--- config.mk ---
export PLATFORM = sky130hd
export DESIGN_NAME = miriscv_irq_ctrl
export DESIGN_NICKNAME = d
export VERILOG_FILES = /design/src/rtl/miriscv_irq_pkg.sv /design/src/rtl/miriscv_irq_arb.sv /design/src/rtl/miriscv_irq_ctrl.sv
export SDC_FILE = /design/constraint.sdc
export NUM_CORES = 1
export LEC_CHECK = 0
export ABC_AREA = 0
export BUFFER_PORTS_ARGS = -buffer_cell sky130_fd_sc_hd__buf_2
export CAP_MARGIN = 10
export CORE_ASPECT_RATIO = 0.6
export CORE_UTILIZATION = 51
export DETAILED_ROUTE_END_ITERATION = 10
export GPL_ROUTABILITY_DRIVEN = 0
export PLACE_DENSITY = 0.95
export SYNTH_ARGS = -nofsm -noshare
export SYNTH_HDL_FRONTEND = slang
export SYNTH_SLANG_ARGS = --single-unit
--- constraint.sdc ---
create_clock -name clk_i -period 4.1 [get_ports clk_i]
set_clock_uncertainty 0.2 [all_clocks]
set_input_delay 0.205 -clock clk_i [delete_from_list [all_inputs] [get_ports clk_i]]
set_output_delay 0.205 -clock clk_i [all_outputs]
set_load 0.05 [all_outputs]
--- src/rtl/miriscv_irq_pkg.sv ---
// Shared types and helpers for the miriscv interrupt controller.
package miriscv_irq_pkg;

    typedef enum logic [2:0] {
        IDLE,
        REQ,
        SERVICE,
        FIN,
        GAP
    } irq_state_e;

    localparam int unsigned IRQ_CAUSE_MSB = 31;

    // mcause for an external interrupt: interrupt flag on top, code below.
    function automatic logic [IRQ_CAUSE_MSB:0] irq_cause(input int unsigned base,
                                                         input int unsigned id);
        return {1'b1, 31'(base + id)};
    endfunction

endpackage

--- src/rtl/miriscv_irq_arb.sv ---
// Find-first-set over the request vector, searching upward from a start offset with wrap.
module miriscv_irq_arb #(
    parameter int unsigned N_IRQ = 32,
    parameter int unsigned ID_W  = 5
) (
    input  logic [N_IRQ-1:0] req,
    input  logic [ID_W-1:0]  offset,
    output logic             any_c,
    output logic [ID_W-1:0]  id_c
);

    logic [2*N_IRQ-1:0] req_dbl;
    logic [N_IRQ-1:0]   req_rot;
    logic [N_IRQ-1:0]   scan;
    logic [ID_W:0]      pos;

    assign req_dbl = {req, req};
    assign req_rot = N_IRQ'(req_dbl >> offset);

    // Position found in the rotated view is mapped back by adding the offset modulo N_IRQ.
    always_comb begin
        any_c = 1'b0;
        pos   = '0;
        scan  = '0;
        for (int unsigned i = 0; i < N_IRQ; i++) begin
            scan = req_rot >> i;
            if (!any_c && scan[0]) begin
                any_c = 1'b1;
                pos   = {1'b0, offset} + (ID_W+1)'(i);
            end
        end
        if (pos >= (ID_W+1)'(N_IRQ)) begin
            id_c = ID_W'(pos - (ID_W+1)'(N_IRQ));
        end else begin
            id_c = ID_W'(pos);
        end
    end

endmodule

--- src/rtl/miriscv_irq_ctrl.sv ---
// Interrupt controller: latch/mask/arbitrate request lines, hand one to the core, signal completion.
// Define MIRISCV_IRQ_RR_EN for round-robin arbitration; default is fixed priority (lowest index).
module miriscv_irq_ctrl
    import miriscv_irq_pkg::*;
#(
    parameter int unsigned      N_IRQ      = 32,
    parameter logic [N_IRQ-1:0] EDGE_MASK  = '0,
    parameter int unsigned      CAUSE_BASE = 16
) (
    input  logic             clk_i,
    input  logic             rst_n_i,
    input  logic [N_IRQ-1:0] int_req_i,
    output logic [N_IRQ-1:0] int_fin_o,
    input  logic [N_IRQ-1:0] mie_i,
    output logic             irq_o,
    output logic [31:0]      irq_cause_o,
    input  logic             irq_ack_i,
    input  logic             irq_ret_i
);

    localparam int unsigned ID_W = (N_IRQ > 1) ? $clog2(N_IRQ) : 1;

    irq_state_e       state_q, state_d;
    logic [ID_W-1:0]  id_q, id_d;
    logic [N_IRQ-1:0] req_q;
    logic [N_IRQ-1:0] edge_pend_q;
    logic             rearm_q;
    logic [N_IRQ-1:0] rise;
    logic [N_IRQ-1:0] fin_mask;
    logic [N_IRQ-1:0] edge_clr;
    logic [N_IRQ-1:0] pending;
    logic [N_IRQ-1:0] eligible;
    logic             arb_any;
    logic [ID_W-1:0]  arb_id;
    logic [ID_W-1:0]  arb_offset;
    logic             irq_d;
    logic [31:0]      cause_d;
    logic [N_IRQ-1:0] fin_d;

    assign rise     = int_req_i & ~req_q & EDGE_MASK;
    assign fin_mask = N_IRQ'(1'b1) << id_q;
    assign edge_clr = (state_q == FIN && !rearm_q) ? fin_mask : '0;
    assign pending  = (edge_pend_q & EDGE_MASK) | (req_q & ~EDGE_MASK);
    assign eligible = pending & mie_i;

    // Request sampling and edge capture; a new edge always beats the FIN clear.
    always_ff @(posedge clk_i or negedge rst_n_i) begin
        if (!rst_n_i) begin
            req_q       <= '0;
            edge_pend_q <= '0;
        end else begin
            req_q       <= int_req_i;
            edge_pend_q <= (edge_pend_q & ~edge_clr) | rise;
        end
    end

    // An edge on the served line after trap entry is a new event and must survive the FIN clear.
    always_ff @(posedge clk_i or negedge rst_n_i) begin
        if (!rst_n_i) begin
            rearm_q <= 1'b0;
        end else if (state_q == IDLE) begin
            rearm_q <= 1'b0;
        end else if (state_q == SERVICE && |(rise & fin_mask)) begin
            rearm_q <= 1'b1;
        end
    end

`ifdef MIRISCV_IRQ_RR_EN
    logic [ID_W-1:0] rr_q;

    always_ff @(posedge clk_i or negedge rst_n_i) begin
        if (!rst_n_i) begin
            rr_q <= '0;
        end else if (state_q == FIN) begin
            rr_q <= (id_q == ID_W'(N_IRQ - 1)) ? '0 : id_q + ID_W'(1);
        end
    end

    assign arb_offset = rr_q;
`else
    assign arb_offset = '0;
`endif

    miriscv_irq_arb #(
        .N_IRQ (N_IRQ),
        .ID_W  (ID_W)
    ) u_arb (
        .req    (eligible),
        .offset (arb_offset),
        .any_c  (arb_any),
        .id_c   (arb_id)
    );

    // State, id and registered outputs.
    always_ff @(posedge clk_i or negedge rst_n_i) begin
        if (!rst_n_i) begin
            state_q     <= IDLE;
            id_q        <= '0;
            irq_o       <= 1'b0;
            irq_cause_o <= '0;
            int_fin_o   <= '0;
        end else begin
            state_q     <= state_d;
            id_q        <= id_d;
            irq_o       <= irq_d;
            irq_cause_o <= cause_d;
            int_fin_o   <= fin_d;
        end
    end

    // Next state; id is committed on leaving IDLE and held until the next arbitration.
    always_comb begin
        state_d = state_q;
        id_d    = id_q;
        case (state_q)
            IDLE: begin
                if (arb_any) begin
                    state_d = REQ;
                    id_d    = arb_id;
                end
            end
            REQ:     if (irq_ack_i) state_d = SERVICE;
            SERVICE: if (irq_ret_i) state_d = FIN;
            FIN:     state_d = GAP;
            GAP:     state_d = IDLE;
            default: state_d = IDLE;
        endcase
    end

    // Output values for the coming state.
    always_comb begin
        irq_d   = (state_d == REQ);
        cause_d = '0;
        fin_d   = '0;
        if (state_d == REQ) begin
            cause_d = irq_cause(CAUSE_BASE, 32'(id_d));
        end
        if (state_d == FIN) begin
            fin_d = fin_mask;
        end
    end

endmodule

After elaboration in Yosys (flattened, before gate mapping)
Index checks and enable logic that the tools add are counted.
{"block": "totals", "ff_bits": 105, "latch_bits": 0, "ram_bits": 0, "mem_bits_ro": 0, "in_bits": 68, "output_inout_bits": 65, "word_cells": 151, "memories": 0}
{"block": "classes", "addsub": 2, "n_mul": 0, "n_div": 0, "order_cmp": 1, "n_eq_ne": 5, "n_shift": 1, "mux": 72, "bitwise_logic": 1, "n_reduce_logical": 63}
{"operator": "two-way mux 6 bit", "count": 30}
{"operator": "two-way mux 32 bit", "count": 2}
{"operator": "two-way mux 1 bit", "count": 33}
{"operator": "bitwise AND 32 bit", "count": 1}
{"operator": "<< shifter 1 x 5 -> 32 bit (first input constant)", "count": 1}
{"operator": "logical AND 1 bit", "count": 31}
{"operator": "logical NOT 1 bit", "count": 31}
{"operator": "two-way mux 5 bit", "count": 3}
{"operator": "one-hot mux 3 bit (4 select lines)", "count": 1}
{"operator": "equality test 3 x 2 -> 1 bit (second input constant)", "count": 3}
{"operator": "two-way mux 3 bit", "count": 3}
{"operator": "adder 5 x 5 -> 6 bit (first input constant)", "count": 1}
{"operator": "equality test 3 x 1 -> 1 bit (second input constant)", "count": 2}
{"operator": ">= comparator 6 bit (second input constant)", "count": 1}
{"operator": "subtractor 5 x 1 -> 5 bit (second input constant)", "count": 1}
{"operator": "logical NOT 3 bit", "count": 1}

Logic depth before layout (Yosys ltp)
Gate-level depths: netlist of run 1.
{"block": "logic_depth", "word_depth": 101, "ltp_mapped": 6, "depth_no_buf": 6}

By module
Synthesis of run 1 repeated with hierarchy kept, for this count alone.
{"block": "hier_totals", "hier_cells": 869, "hier_area_um2": 8029.0}
{"module": "miriscv_irq_arb", "instances": 1, "cells_each": 636, "area_per_inst_um2": 5195.0, "seq_area_each_um2": 0.0}
{"module": "miriscv_irq_ctrl", "instances": 1, "cells_each": 233, "area_per_inst_um2": 2834.0, "seq_area_each_um2": 1976.9}

Worst setup path before layout of run 1
OpenSTA, ideal clock, no wires.
{"block": "synth_path", "kind": "register to register", "from": "register req_q[10] (netlist: pending[10])", "to": "register irq_cause_o[1]", "setup_time_ps": 140, "arrival_ps": 1639, "required_ps": 3760, "setup_slack_ps": 2122, "stages_incl_launch_ff": 7, "n_path_buf": 0, "period_less_slack_ps": 1978, "path_cell_list": "dfrtp_1 > a22o_4 > nor4b_4 > and3_4 > a31oi_4 > nor2_4 > nor3_2"}
{"block": "synth_via", "elab_chain_len": 72, "word_cells_on_any_way": 98, "cone_classes": "2 x add/sub; 1 x order compare; 1 x eq/ne; 50 x mux; 1 x bitwise; 43 x reduce/logical"}
{"element": "from (decl)", "line": "miriscv_irq_ctrl.sv:25", "text": "logic [N_IRQ-1:0] req_q;"}
{"element": "from (signal assigned)", "line": "miriscv_irq_ctrl.sv:52", "text": "req_q <= int_req_i;"}
{"element": "bitwise AND 32 bit *", "line": "miriscv_irq_ctrl.sv:44", "text": "assign eligible = pending & mie_i;"}
{"element": "logical AND 1 bit *", "line": "miriscv_irq_arb.sv:27", "text": "if (!any_c && scan[0]) begin"}
{"element": "two-way mux 1 bit", "line": "miriscv_irq_arb.sv:27"}
{"element": "logical NOT 1 bit", "line": "miriscv_irq_arb.sv:27"}
{"element": "logical AND 1 bit", "line": "miriscv_irq_arb.sv:27"}
{"element": "two-way mux 1 bit", "line": "miriscv_irq_arb.sv:27"}
{"element": "logical NOT 1 bit", "line": "miriscv_irq_arb.sv:27"}
{"element": "logical AND 1 bit", "line": "miriscv_irq_arb.sv:27"}
{"element": "[57 not listed]"}
{"element": "two-way mux 6 bit", "line": "miriscv_irq_arb.sv:27"}
{"element": "subtractor 5 x 1 -> 5 bit / >= comparator 6 bit (equally long branches)", "line": "miriscv_irq_arb.sv:33, miriscv_irq_arb.sv:32"}
{"element": "two-way mux 5 bit", "line": "miriscv_irq_arb.sv:32", "text": "if (pos >= (ID_W+1)'(N_IRQ)) begin"}
{"element": "two-way mux 5 bit", "line": "miriscv_irq_ctrl.sv:117", "text": "if (arb_any) begin"}
{"element": "two-way mux 5 bit", "line": "miriscv_irq_ctrl.sv:115", "text": "case (state_q)"}
{"element": "adder 5 x 5 -> 6 bit", "line": "miriscv_irq_pkg.sv:17", "text": "return {1'b1, 31'(base + id)};"}
{"element": "two-way mux 32 bit *", "line": "miriscv_irq_ctrl.sv:135", "text": "if (state_d == REQ) begin"}
{"element": "via cause_d[1]", "line": "miriscv_irq_ctrl.sv:37", "text": "logic [31:0] cause_d;"}
{"element": "to (signal assigned)", "line": "miriscv_irq_ctrl.sv:106", "text": "irq_cause_o <= cause_d;"}
{"element": "to (decl)", "line": "miriscv_irq_ctrl.sv:16", "text": "output logic [31:0] irq_cause_o,"}
Mark *: on every way through the listed nets, which the timed path passes. The rest lies on a longest branch.

Worst setup path after layout of run 1
{"block": "layout_path", "from": "register req_q[14] (netlist: pending[14])", "to": "register irq_cause_o[1]"}
{"block": "layout_via", "elab_chain_len": 60, "word_cells_on_any_way": 82, "cone_classes": "2 x add/sub; 1 x order compare; 1 x eq/ne; 42 x mux; 1 x bitwise; 35 x reduce/logical"}
{"element": "bitwise AND 32 bit *", "line": "miriscv_irq_ctrl.sv:44"}
{"element": "logical AND 1 bit *", "line": "miriscv_irq_arb.sv:27"}
{"element": "two-way mux 1 bit", "line": "miriscv_irq_arb.sv:27"}
{"element": "logical NOT 1 bit", "line": "miriscv_irq_arb.sv:27"}
{"element": "logical AND 1 bit", "line": "miriscv_irq_arb.sv:27"}
{"element": "two-way mux 1 bit", "line": "miriscv_irq_arb.sv:27"}
{"element": "logical NOT 1 bit", "line": "miriscv_irq_arb.sv:27"}
{"element": "logical AND 1 bit", "line": "miriscv_irq_arb.sv:27"}
{"element": "[45 not listed]"}
{"element": "two-way mux 6 bit", "line": "miriscv_irq_arb.sv:27"}
{"element": "subtractor 5 x 1 -> 5 bit / >= comparator 6 bit (equally long branches)", "line": "miriscv_irq_arb.sv:33, miriscv_irq_arb.sv:32"}
{"element": "two-way mux 5 bit", "line": "miriscv_irq_arb.sv:32"}
{"element": "two-way mux 5 bit", "line": "miriscv_irq_ctrl.sv:117"}
{"element": "two-way mux 5 bit", "line": "miriscv_irq_ctrl.sv:115"}
{"element": "adder 5 x 5 -> 6 bit", "line": "miriscv_irq_pkg.sv:17"}
{"element": "two-way mux 32 bit *", "line": "miriscv_irq_ctrl.sv:135"}
{"element": "via cause_d[1]", "line": "miriscv_irq_ctrl.sv:37"}
Marked as above.

==> results.py, run 1 <==
metrics = {
    "run_status": {
        "status": "complete, no violations",
    },
    "synthesis": {
        "synth_most_common_cell": "dfrtp_1",
        "synthCells": 266,
        "synth.area.mux_share_pct": 0,
        "synth_ff_type": "dfrtp_1",
        "synth_compound_area_share_pct": 11.7,
        "seq_area_frac_synth_pct": 62.3,
        "synthArstFlopShare_pct": 100,
        "ys_ff_latch": 79,
        "synth_xor_xnor_area_share_pct": 0,
        "synth_edf_count": 0,
        "synthAdderAreaFrac_pct": 0,
        "synth_top_area_cell": "dfrtp_1",
        "synth_area_per_cell_sq_um": 11.9,
        "syn_area_sq_um": 3170,
        "synth_top_family_by_area": "simple AND/OR/NAND/NOR gates",
        "yosys.cell_types.count": 50,
        "synthSimpleGateAreaFrac_pct": 18.8,
        "synth_top_cell_area_share_pct": 62.3,
        "yosysWarnings": 0,
        "synth_common_cells": "dfrtp_1 (79), nor2_1 (33), buf_4 (26), nand2_1 (24), a21oi_1 (12)",
        "netlist_top_cells_area": "dfrtp_1 (62%), buf_4 (6.1%), nor2_1 (3.9%), nand2_1 (2.8%), a22oi_1 (2.1%)",
    },
    "critical_path": {
        "cp_max_fo": 8,
        "cp.required_ns": 4.12,
        "reg2reg_from": "pending[14]",
        "rr_worst_depth": 6,
        "crit_end": "irq_cause_o[1]",
        "timing.critical_path.from": "pending[14]",
        "worstSetupPathType": "flip-flop to flip-flop",
        "reg2reg_setup_slack_ns": 1.85,
        "startpoint_type": "flip-flop",
        "r2r_end": "irq_cause_o[1]",
        "arrival_ns": 2.27,
        "crit_path_end_kind": "flip-flop",
    },
    "worst_hold_path": {
        "hold_start": "irq_ret_i",
        "hold_class": "input port to flip-flop",
    },
    "drt": {
        "wl_microns": 7400,
        "num_vias": 2512,
        "drc_errors": 0,
        "viasPerCell": 5.10,
        "wl_per_cell_microns": 15.0,
        "postRouteAntennaNets": 0,
        "drt-initial-drc-count": 118,
        "dr.pass1.iters": 4,
    },
    "clocking": {
        "clock-sinks": 79,
        "clock_path_buffers": 2,
        "h-tree-depth": 3,
        "path_clk_slew_ns": 0.07,
        "clk_latency_ns": 0.35,
        "cts_tree": "built",
        "clock-root-buffer": "clkbuf_8",
        "post_cts_buffers": 0,
        "numCtsBuffers": 9,
    },
    "power": {
        "internal-power_mw": 1.50,
        "clkPwrFrac_pct": 29.4,
        "p_leak_nw": 2.17,
        "p_comb_share_pct": 28.5,
        "vdd_drop_max_v": 0.000271,
        "p_seq_share_pct": 42.1,
        "p_total_mw": 2.29,
        "p_switching_mw": 0.787,
        "swShare_pct": 34.4,
        "power.density_nw_per_um2": 537,
    },
    "timing": {
        "fin_ws_ns": 1.85,
        "post-route-min-period_ns": 2.25,
        "finalSetupTns_ns": 0,
        "worst_hold_slack_ns": 0.154,
        "hold_violations": 0,
        "post-route-period-util_pct": 54.9,
        "rsz0062_at_grt": "no",
        "setup_violations": 0,
        "tightest_slew_ns": 0.939,
        "slew_headroom_pct": 37.4,
        "maxSlewViolCount": 0,
        "timing.fmax_mhz": 444,
    },
    "floorplan": {
        "die-height_microns": 63.1,
        "die_x_microns": 104,
        "io_pins": 133,
        "start_util_pct": 54.9,
        "core_sq_um": 5780,
        "rows": 21,
        "fp.dieArea_sq_um": 6550,
    },
    "final_layout": {
        "finalInstanceArea_sq_um": 4260,
        "finish.utilization_pct": 73.7,
        "antenna_cells": 0,
        "final_nets": 478,
        "area.growth.synth_to_final_pct": 34.1,
        "finalNonFillerCells": 493,
        "drive_above_1_share_pct": 34.1,
    },
    "placed_design": {
        "port_buffers": 107,
        "place_area_sq_um": 3680,
        "dp_slack_ns": 1.95,
        "placedCellCount": 445,
        "hpwl_microns": 4870,
    },
    "grt": {
        "use_met2_pct": 40.2,
        "grt_use_met3_pct": 8.28,
        "grt_pass1_vias": 2450,
        "grt_util_met1_pct": 29.4,
        "grt_pass1_wl_microns": 11900,
        "antenna_found_initial": 0,
        "grt_max_degree": 80,
        "grt_overflow": 0,
        "grt_usage_pct": 24.2,
        "grt.busiest_layer": "met2",
    },
    "flow_run": {
        "cap_violations": 0,
    },
}
-- worst min path at each step --
stage                  endpoint  depth (start not counted)
global placement    pending[21]                          1
finish               state_q[0]                          3
floorplan               id_q[0]                          0
CTS                  state_q[0]                          3
global route            id_q[0]                          4
detailed placement  pending[12]                          1
-- cell families (layout without fill, tap and decap cells) --
logic type,Yosys count,after routing
AND/OR/NAND/NOR,106,106
flip-flops,79,79
AO/OA/AOI/OAI,46,46
buffers and inverters,34,157
other,1,25
-- cell usage in the layout, fill, tap and decap left out, types with 2 or more instances in the layout --
cell           netlist  layout
buf_2                0     106
dfrtp_1             79      79
dlygate4sd3_1        0      34
nor2_1              33      33
conb_1               1      25
nand2_1             24      24
a21oi_1             12      12
clkbuf_8             0      10
a22oi_1              9       9
nor3_1               9       9
nand2b_1             6       6
a22o_1               6       6
nand3_1              5       5
or3_1                5       5
nand3b_1             3       3
a32o_1               3       3
bufinv_16            0       3
and3b_1              2       2
and3_4               2       2
nor2b_2              2       2
a31oi_1              2       2
-- area by class of cell --
class                   count  area (sq um)
fillers                   401          1520
well taps                  80           100
multi-input cells         177          1060
flip-flops and latches     79          1980
repair buffers            141           878
clock buffers              10           138
inverters                   2          7.51
clock inverters             4          95.1
-- sequential cells by signal, summed over array words and instances, names as in the netlist --
| name | flops |
|---|---|
| int_fin_o | 32 |
| state_q | 3 |
| irq_cause_o | 7 |
| pending | 32 |
| id_q | 5 |
-- repair_timing --
item                                   CTS  global route
hold buffers                            34             0
endpoints found under the hold margin  112             0
resized for setup                        0             0
-- routing by layer --
layer / wire length, microns / up-vias
met3: 649 / 17
li1: - / 1165
met5: 0 / -
met4: 125 / 0
met1: 3050 / 1193
met2: 3580 / 137
-- worst max-delay path: stages, from the launching register on --
cell	delay, ns
dfrtp_1	0.41
a22oi_1	0.38
nor4b_4	0.36
and3_4	0.27
a31oi_4	0.11
nor2_4	0.31
nor3_2	0.08
-- power by group through the flow --
stage / registers (mW) / clock network (mW) / logic [mW]
2_1_floorplan: 1.03 / 0 / 0.439
3_3_place_gp: 0.971 / 0 / 0.606
3_5_place_dp: 0.973 / 0 / 0.621
4_1_cts: 0.958 / 0.678 / 0.647
5_1_grt: 0.976 / 0.722 / 0.705
6_report: 0.962 / 0.673 / 0.652
Power figures use the tool's default switching activity.
==> run 2, diff against run 1 <==
--- a/config.mk
+++ b/config.mk
@@ -9,10 +9,10 @@
 export BUFFER_PORTS_ARGS = -buffer_cell sky130_fd_sc_hd__buf_2
 export CAP_MARGIN = 10
 export CORE_ASPECT_RATIO = 0.6
-export CORE_UTILIZATION = 51
+export CORE_UTILIZATION = 43
 export DETAILED_ROUTE_END_ITERATION = 10
 export GPL_ROUTABILITY_DRIVEN = 0
-export PLACE_DENSITY = 0.95
+export PLACE_DENSITY = 0.87
 export SYNTH_ARGS = -nofsm -noshare
 export SYNTH_HDL_FRONTEND = slang
 export SYNTH_SLANG_ARGS = --single-unit
==> constraint.sdc (replaced) <==
create_clock -name clk_i -period 1.9 [get_ports clk_i]
set_clock_uncertainty 0.2 [all_clocks]
set_input_delay 0.095 -clock clk_i [delete_from_list [all_inputs] [get_ports clk_i]]
set_output_delay 0.095 -clock clk_i [all_outputs]
set_load 0.05 [all_outputs]
==> run 2 against run 1 <==
Net effect:
- the flow now finishes with violations (negative setup slack)
- routed wire length is 7.6% higher
- sequential cell count stayed put
- critical path type unchanged
- first-iteration DRC count up 42%
- cell area grew 11%
- critical path depth stayed put
- hold slack worse by 0.081 ns
==> results.py, run 2 (same netlist as run 1, synthesis figures left out) <==
metrics = {
    "clocking": {
        "numCtsBuffers": 9,
        "cts_tree": "built",
        "clock-sinks": 79,
        "clock-root-buffer": "clkbuf_16",
        "h-tree-depth": 3,
        "clk_latency_ns": 0.33,
        "clock_path_buffers": 2,
        "path_clk_slew_ns": 0.06,
    },
    "critical_path": {
        "cp_num_cells": 6,
        "cp.required_ns": 1.97,
        "crit_family": "simple AND/OR/NAND/NOR gates",
        "slowest_delay_ns": 0.48,
        "rr_worst_depth": 6,
        "startpoint_type": "flip-flop",
        "critPathBufInv": 0,
        "arrival_ns": 2.09,
        "cp_max_fo": 2,
        "path_cells": "a22o_1, nand2b_4, or4b_1, a31oi_1, o32a_4, nor2b_4",
        "cpMaxStageDelayCell": "or4b_1",
        "worstSetupPathType": "flip-flop to flip-flop",
        "crit_path_end_kind": "flip-flop",
    },
    "final_layout": {
        "final_cell_mix": "buf_2 (106), dfrtp_1 (79), dlygate4sd3_1 (34)",
        "final_nets": 503,
        "area.growth.synth_to_final_pct": 48.5,
        "finish.utilization_pct": 68.3,
        "nFillCells": 503,
        "layout_commonest_cell": "buf_2",
        "antenna_cells": 0,
        "area.sequential_sq_um": 1980,
        "multi_input_area_sq_um": 1180,
        "drive_above_1_share_pct": 42.0,
    },
    "floorplan": {
        "fp.dieArea_sq_um": 7740,
        "io_pins": 133,
        "start_util_pct": 46.0,
        "rows": 23,
        "die_x_microns": 113,
        "core_sq_um": 6910,
        "die-height_microns": 68.6,
    },
    "drt": {
        "dr.pass1.iters": 5,
        "drt-initial-drc-count": 168,
        "wl_per_cell_microns": 15.1,
        "viasPerCell": 4.99,
        "postRouteAntennaNets": 0,
        "wl_microns": 7970,
        "num_vias": 2632,
        "drc_errors": 0,
    },
    "timing": {
        "post-route-min-period_ns": 2.02,
        "slew_headroom_pct": 64.0,
        "setup_violations": 11,
        "post-route-period-util_pct": 106,
        "tightest_slew_ns": 0.540,
        "rsz0062_at_grt": "yes",
        "hold_violations": 0,
        "timing.fmax_mhz": 495,
        "maxSlewViolCount": 0,
        "fin_ws_ns": -0.118,
    },
    "power": {
        "p_total_mw": 5.78,
        "power.density_nw_per_um2": 1230,
        "p_leak_nw": 2.38,
        "vdd_drop_max_v": 0.000644,
    },
    "grt": {
        "grt_max_degree": 43,
        "antenna_found_initial": 0,
        "grt_pass1_vias": 2566,
        "grt_usage_pct": 22.2,
        "grt_pass1_wl_microns": 12600,
        "grt_overflow": 0,
    },
    "run_status": {
        "status": "finished, violations left",
        "failed_checks": "negative setup slack",
    },
    "flow_run": {
        "cap_violations": 0,
    },
    "placed_design": {
        "hpwl_microns": 5260,
        "port_buffers": 107,
    },
    "worst_hold_path": {
        "hold_class": "input port to flip-flop",
        "hold_depth": 4,
    },
}
run 2: cell count changes in the layout (fill, tap and decap cells not counted), moves of 4 or more:
cell,delta
buf_4,+22
clkbuf_8,-10
clkbuf_16,+9
nor3_1,-5
nor3_2,+5
or3_1,-4
or3_4,+4
run 2: where the power goes:
part	internal (mW)	switching [mW]	total (mW)	leakage [nW]
combinational	0.663	1.09	1.75	1.20
clock	1.30	0.678	1.98	0.172
sequential	1.87	0.180	2.05	1.01
total	3.84	1.95	5.78	2.38
run 2: timing repair:
| item | CTS | global route |
|---|---|---|
| buffers inserted | 2 | 3 |
| endpoints found under the hold margin | 112 | 0 |
| pin swaps | 9 | 11 |
| hold buffers | 34 | 0 |
| resized for setup | 7 | 15 |
| endpoints found under the setup margin | 14 | 17 |
run 2: cell type report:
cell class              count  share of cell area, %
flip-flops and latches     79                   41.9
inverters                   2                  0.159
clock inverters             7                   2.71
repair buffers            166                   23.0
multi-input cells         177                   25.1
well taps                  87                   2.31
clock buffers               9                   4.78
run 2: tightest hold or removal path, delay by kind of cell:
family / cells / cell delay [ns]
buffers and inverters: 1 / 0.09
AOI/OAI and AO/OA: 3 / 0.38
run 2: final timing paths:
| path | endpoint | from | slack (ns) |
|---|---|---|---|
| min | irq_cause_o[0] | mie_i[26] | 0.07 |
| max | irq_cause_o[2] | pending[17] | -0.12 |
| min reg2reg | state_q[1] | state_q[2] | 0.30 |
| max in group asynchronous | state_q[2] | rst_n_i | 0.83 |
| min in group asynchronous | int_fin_o[1] | rst_n_i | 0.09 |
| max reg2reg | irq_cause_o[2] | pending[17] | -0.12 |
run 2: routing by layer:
metal  global-route usage, %  share of wire [%]  vias to the layer above
met5                       0                  0                        -
met4                    8.72                1.4                        0
met3                    8.13                7.8                       11
met2                    36.4                 47                      130
met1                    27.5                 44                     1265
li1                        -                  -                     1226
run 2: through the flow:
| step | setup WS [ns] | instance area (sq um) | hold WS, ns | std cells | setup TNS, ns |
|---|---|---|---|---|---|
| 6_report | -0.118 | 4710 | 0.0729 | 527 | -0.815 |
| 5_1_grt | -0.173 | 4710 | 0.0854 | 527 | -1.62 |
| 4_1_cts | -0.112 | 4610 | 0.0678 | 524 | -0.895 |
| 3_5_place_dp | -0.232 | 3870 | -0.0946 | 472 | -1.72 |
| 3_3_place_gp | -0.151 | 3870 | -0.101 | 472 | -1.22 |
| 2_1_floorplan | -0.0410 | 3280 | -0.401 | 290 | -0.255 |
==> run 3, diff against run 2 <==
--- a/config.mk
+++ b/config.mk
@@ -13,6 +13,7 @@
 export DETAILED_ROUTE_END_ITERATION = 10
 export GPL_ROUTABILITY_DRIVEN = 0
 export PLACE_DENSITY = 0.87
+export REMOVE_ABC_BUFFERS = 1
 export SYNTH_ARGS = -nofsm -noshare
 export SYNTH_HDL_FRONTEND = slang
 export SYNTH_SLANG_ARGS = --single-unit
==> run 3 against run 2 <==
Net effect:
- the run still ends with negative setup slack left
- non-clock buffer count is 1 higher
- clock power barely moved
- die area did not move
- fmax increased by 0.17%
- sequential share of layout area is 0.25 points lower
- combinational power hardly changed
- worst setup slack better by 0.0034 ns
- cell area grew 0.61%
- register-to-register slack is essentially flat
- count of clock-buffer cells in the layout is the same
- sequential power is essentially flat
- critical endpoint unchanged
==> results.py, run 3 (same netlist as run 1, synthesis figures left out) <==
metrics = {
    "final_layout": {
        "final_nets": 504,
        "drive_above_1_share_pct": 43.5,
        "area.growth.synth_to_final_pct": 49.4,
        "layout_commonest_cell": "buf_2",
        "antenna_cells": 0,
        "final_cell_mix": "buf_2 (106), dfrtp_1 (79), dlygate4sd3_1 (34)",
    },
    "drt": {
        "wl_per_cell_microns": 14.9,
        "wl_microns": 7850,
        "drt-initial-drc-count": 149,
        "viasPerCell": 4.90,
        "num_vias": 2587,
        "wl_met3_microns": 559,
        "wl_met1_microns": 3350,
        "postRouteAntennaNets": 0,
        "dr_wl_met2_microns": 3790,
        "drc_errors": 0,
        "dr.pass1.iters": 4,
        "top_layer_used": "met4",
    },
    "power": {
        "power.density_nw_per_um2": 1230,
        "p_total_mw": 5.83,
        "vdd_drop_max_v": 0.000754,
        "p_leak_nw": 2.38,
    },
    "grt": {
        "grt_max_degree": 35,
        "grt_pass1_vias": 2639,
        "grt_pass1_wl_microns": 12700,
        "grt_usage_pct": 22.7,
        "antenna_found_initial": 0,
        "grt_overflow": 0,
    },
    "timing": {
        "worst_hold_slack_ns": 0.0340,
        "tightest_slew_ns": 0.498,
        "fin_ws_ns": -0.115,
        "hold_violations": 0,
        "post-route-min-period_ns": 2.01,
        "post-route-period-util_pct": 106,
        "maxSlewViolCount": 0,
        "slew_headroom_pct": 66.4,
        "setup_violations": 11,
        "timing.fmax_mhz": 496,
        "rsz0062_at_grt": "yes",
    },
    "clocking": {
        "clock-sinks": 79,
        "numCtsBuffers": 9,
        "h-tree-depth": 3,
        "clk_latency_ns": 0.34,
        "clock_path_buffers": 2,
        "path_clk_slew_ns": 0.06,
        "clock-root-buffer": "clkbuf_16",
        "cts_tree": "built",
    },
    "placed_design": {
        "dp_slack_ns": -0.138,
        "port_buffers": 107,
        "hpwl_microns": 5220,
    },
    "critical_path": {
        "arrival_ns": 2.10,
        "crit_path_end_kind": "flip-flop",
        "worstSetupPathType": "flip-flop to flip-flop",
        "cp.required_ns": 1.98,
        "startpoint_type": "flip-flop",
        "reg2reg_setup_slack_ns": -0.11,
        "timing.critical_path.from": "pending[16]",
        "reg2reg_from": "pending[16]",
        "rr_worst_depth": 6,
        "cp_max_fo": 2,
    },
    "floorplan": {
        "core_sq_um": 6910,
        "start_util_pct": 46.0,
        "fp.dieArea_sq_um": 7740,
        "rows": 23,
        "die_x_microns": 113,
        "io_pins": 133,
        "die-height_microns": 68.6,
    },
    "worst_hold_path": {
        "hold_class": "input port to async pin",
    },
    "run_status": {
        "status": "finished, violations left",
        "failed_checks": "negative setup slack",
    },
    "flow_run": {
        "cap_violations": 0,
    },
}
## run 3: cell types whose count changed in the layout (fill, tap and decap cells not counted), moves of 2 or more
cell	previous run	this run
nor2_1	32	29
buf_6	2	4
buf_4	23	21
nor2_2	2	5
nand3_1	5	3
a21oi_2	1	3
nand3_2	0	2
## run 3: cell type report
cell class              count  area [sq um]
inverters                   2          7.51
fillers                   488          2160
flip-flops and latches     79          1980
well taps                  87           109
multi-input cells         177          1190
clock inverters             7           120
clock buffers               9           225
repair buffers            167          1110
## run 3: routing by layer
metal | GRT usage (%) | vias to the layer above
met2 | 37.7 | 122
li1 | - | 1217
met4 | 10.7 | 0
met3 | 8.22 | 14
met1 | 27.1 | 1234
met5 | 0 | -
## run 3: final timing paths
| kind | to |
|---|---|
| max in group asynchronous | pending[26] |
| setup reg to reg | irq_cause_o[2] |
| hold / removal | int_fin_o[11] |
| min in group clk_i | id_q[0] |
| hold reg to reg | state_q[1] |
| setup / recovery | irq_cause_o[2] |
## run 3: repair_timing
action                                 CTS  global route
hold buffers                            34             0
pin swaps                               15             6
setup buffers                            5             0
cloned                                   0             0
endpoints found under the hold margin  112             0
setup endpoints to repair               22            23
gates resized for setup                 12            18
## run 3: per-stage QoR
stage          TNS, ns  cells  cell area [sq um]  utilization [%]
3_3_place_gp    -0.581    474               3880             56.2
6_report        -0.730    528               4740             68.7
4_1_cts         -0.720    528               4660             67.5
5_1_grt          -1.90    528               4740             68.7
2_1_floorplan   -0.405    258               3050                -
3_5_place_dp     -1.21    474               3880             56.2
## run 3: critical path, stage by stage (launching register included)
cell and delay (ns):
dfrtp_1 0.39, a22o_1 0.24, nand2b_4 0.15, or4b_1 0.47
a31oi_1 0.21, o32a_2 0.18, nor2b_4 0.13
## run 3: power breakdown
part	internal [mW]	switching [mW]	total, mW
logic	0.714	1.07	1.78
registers	1.87	0.208	2.08
clock network	1.29	0.685	1.97
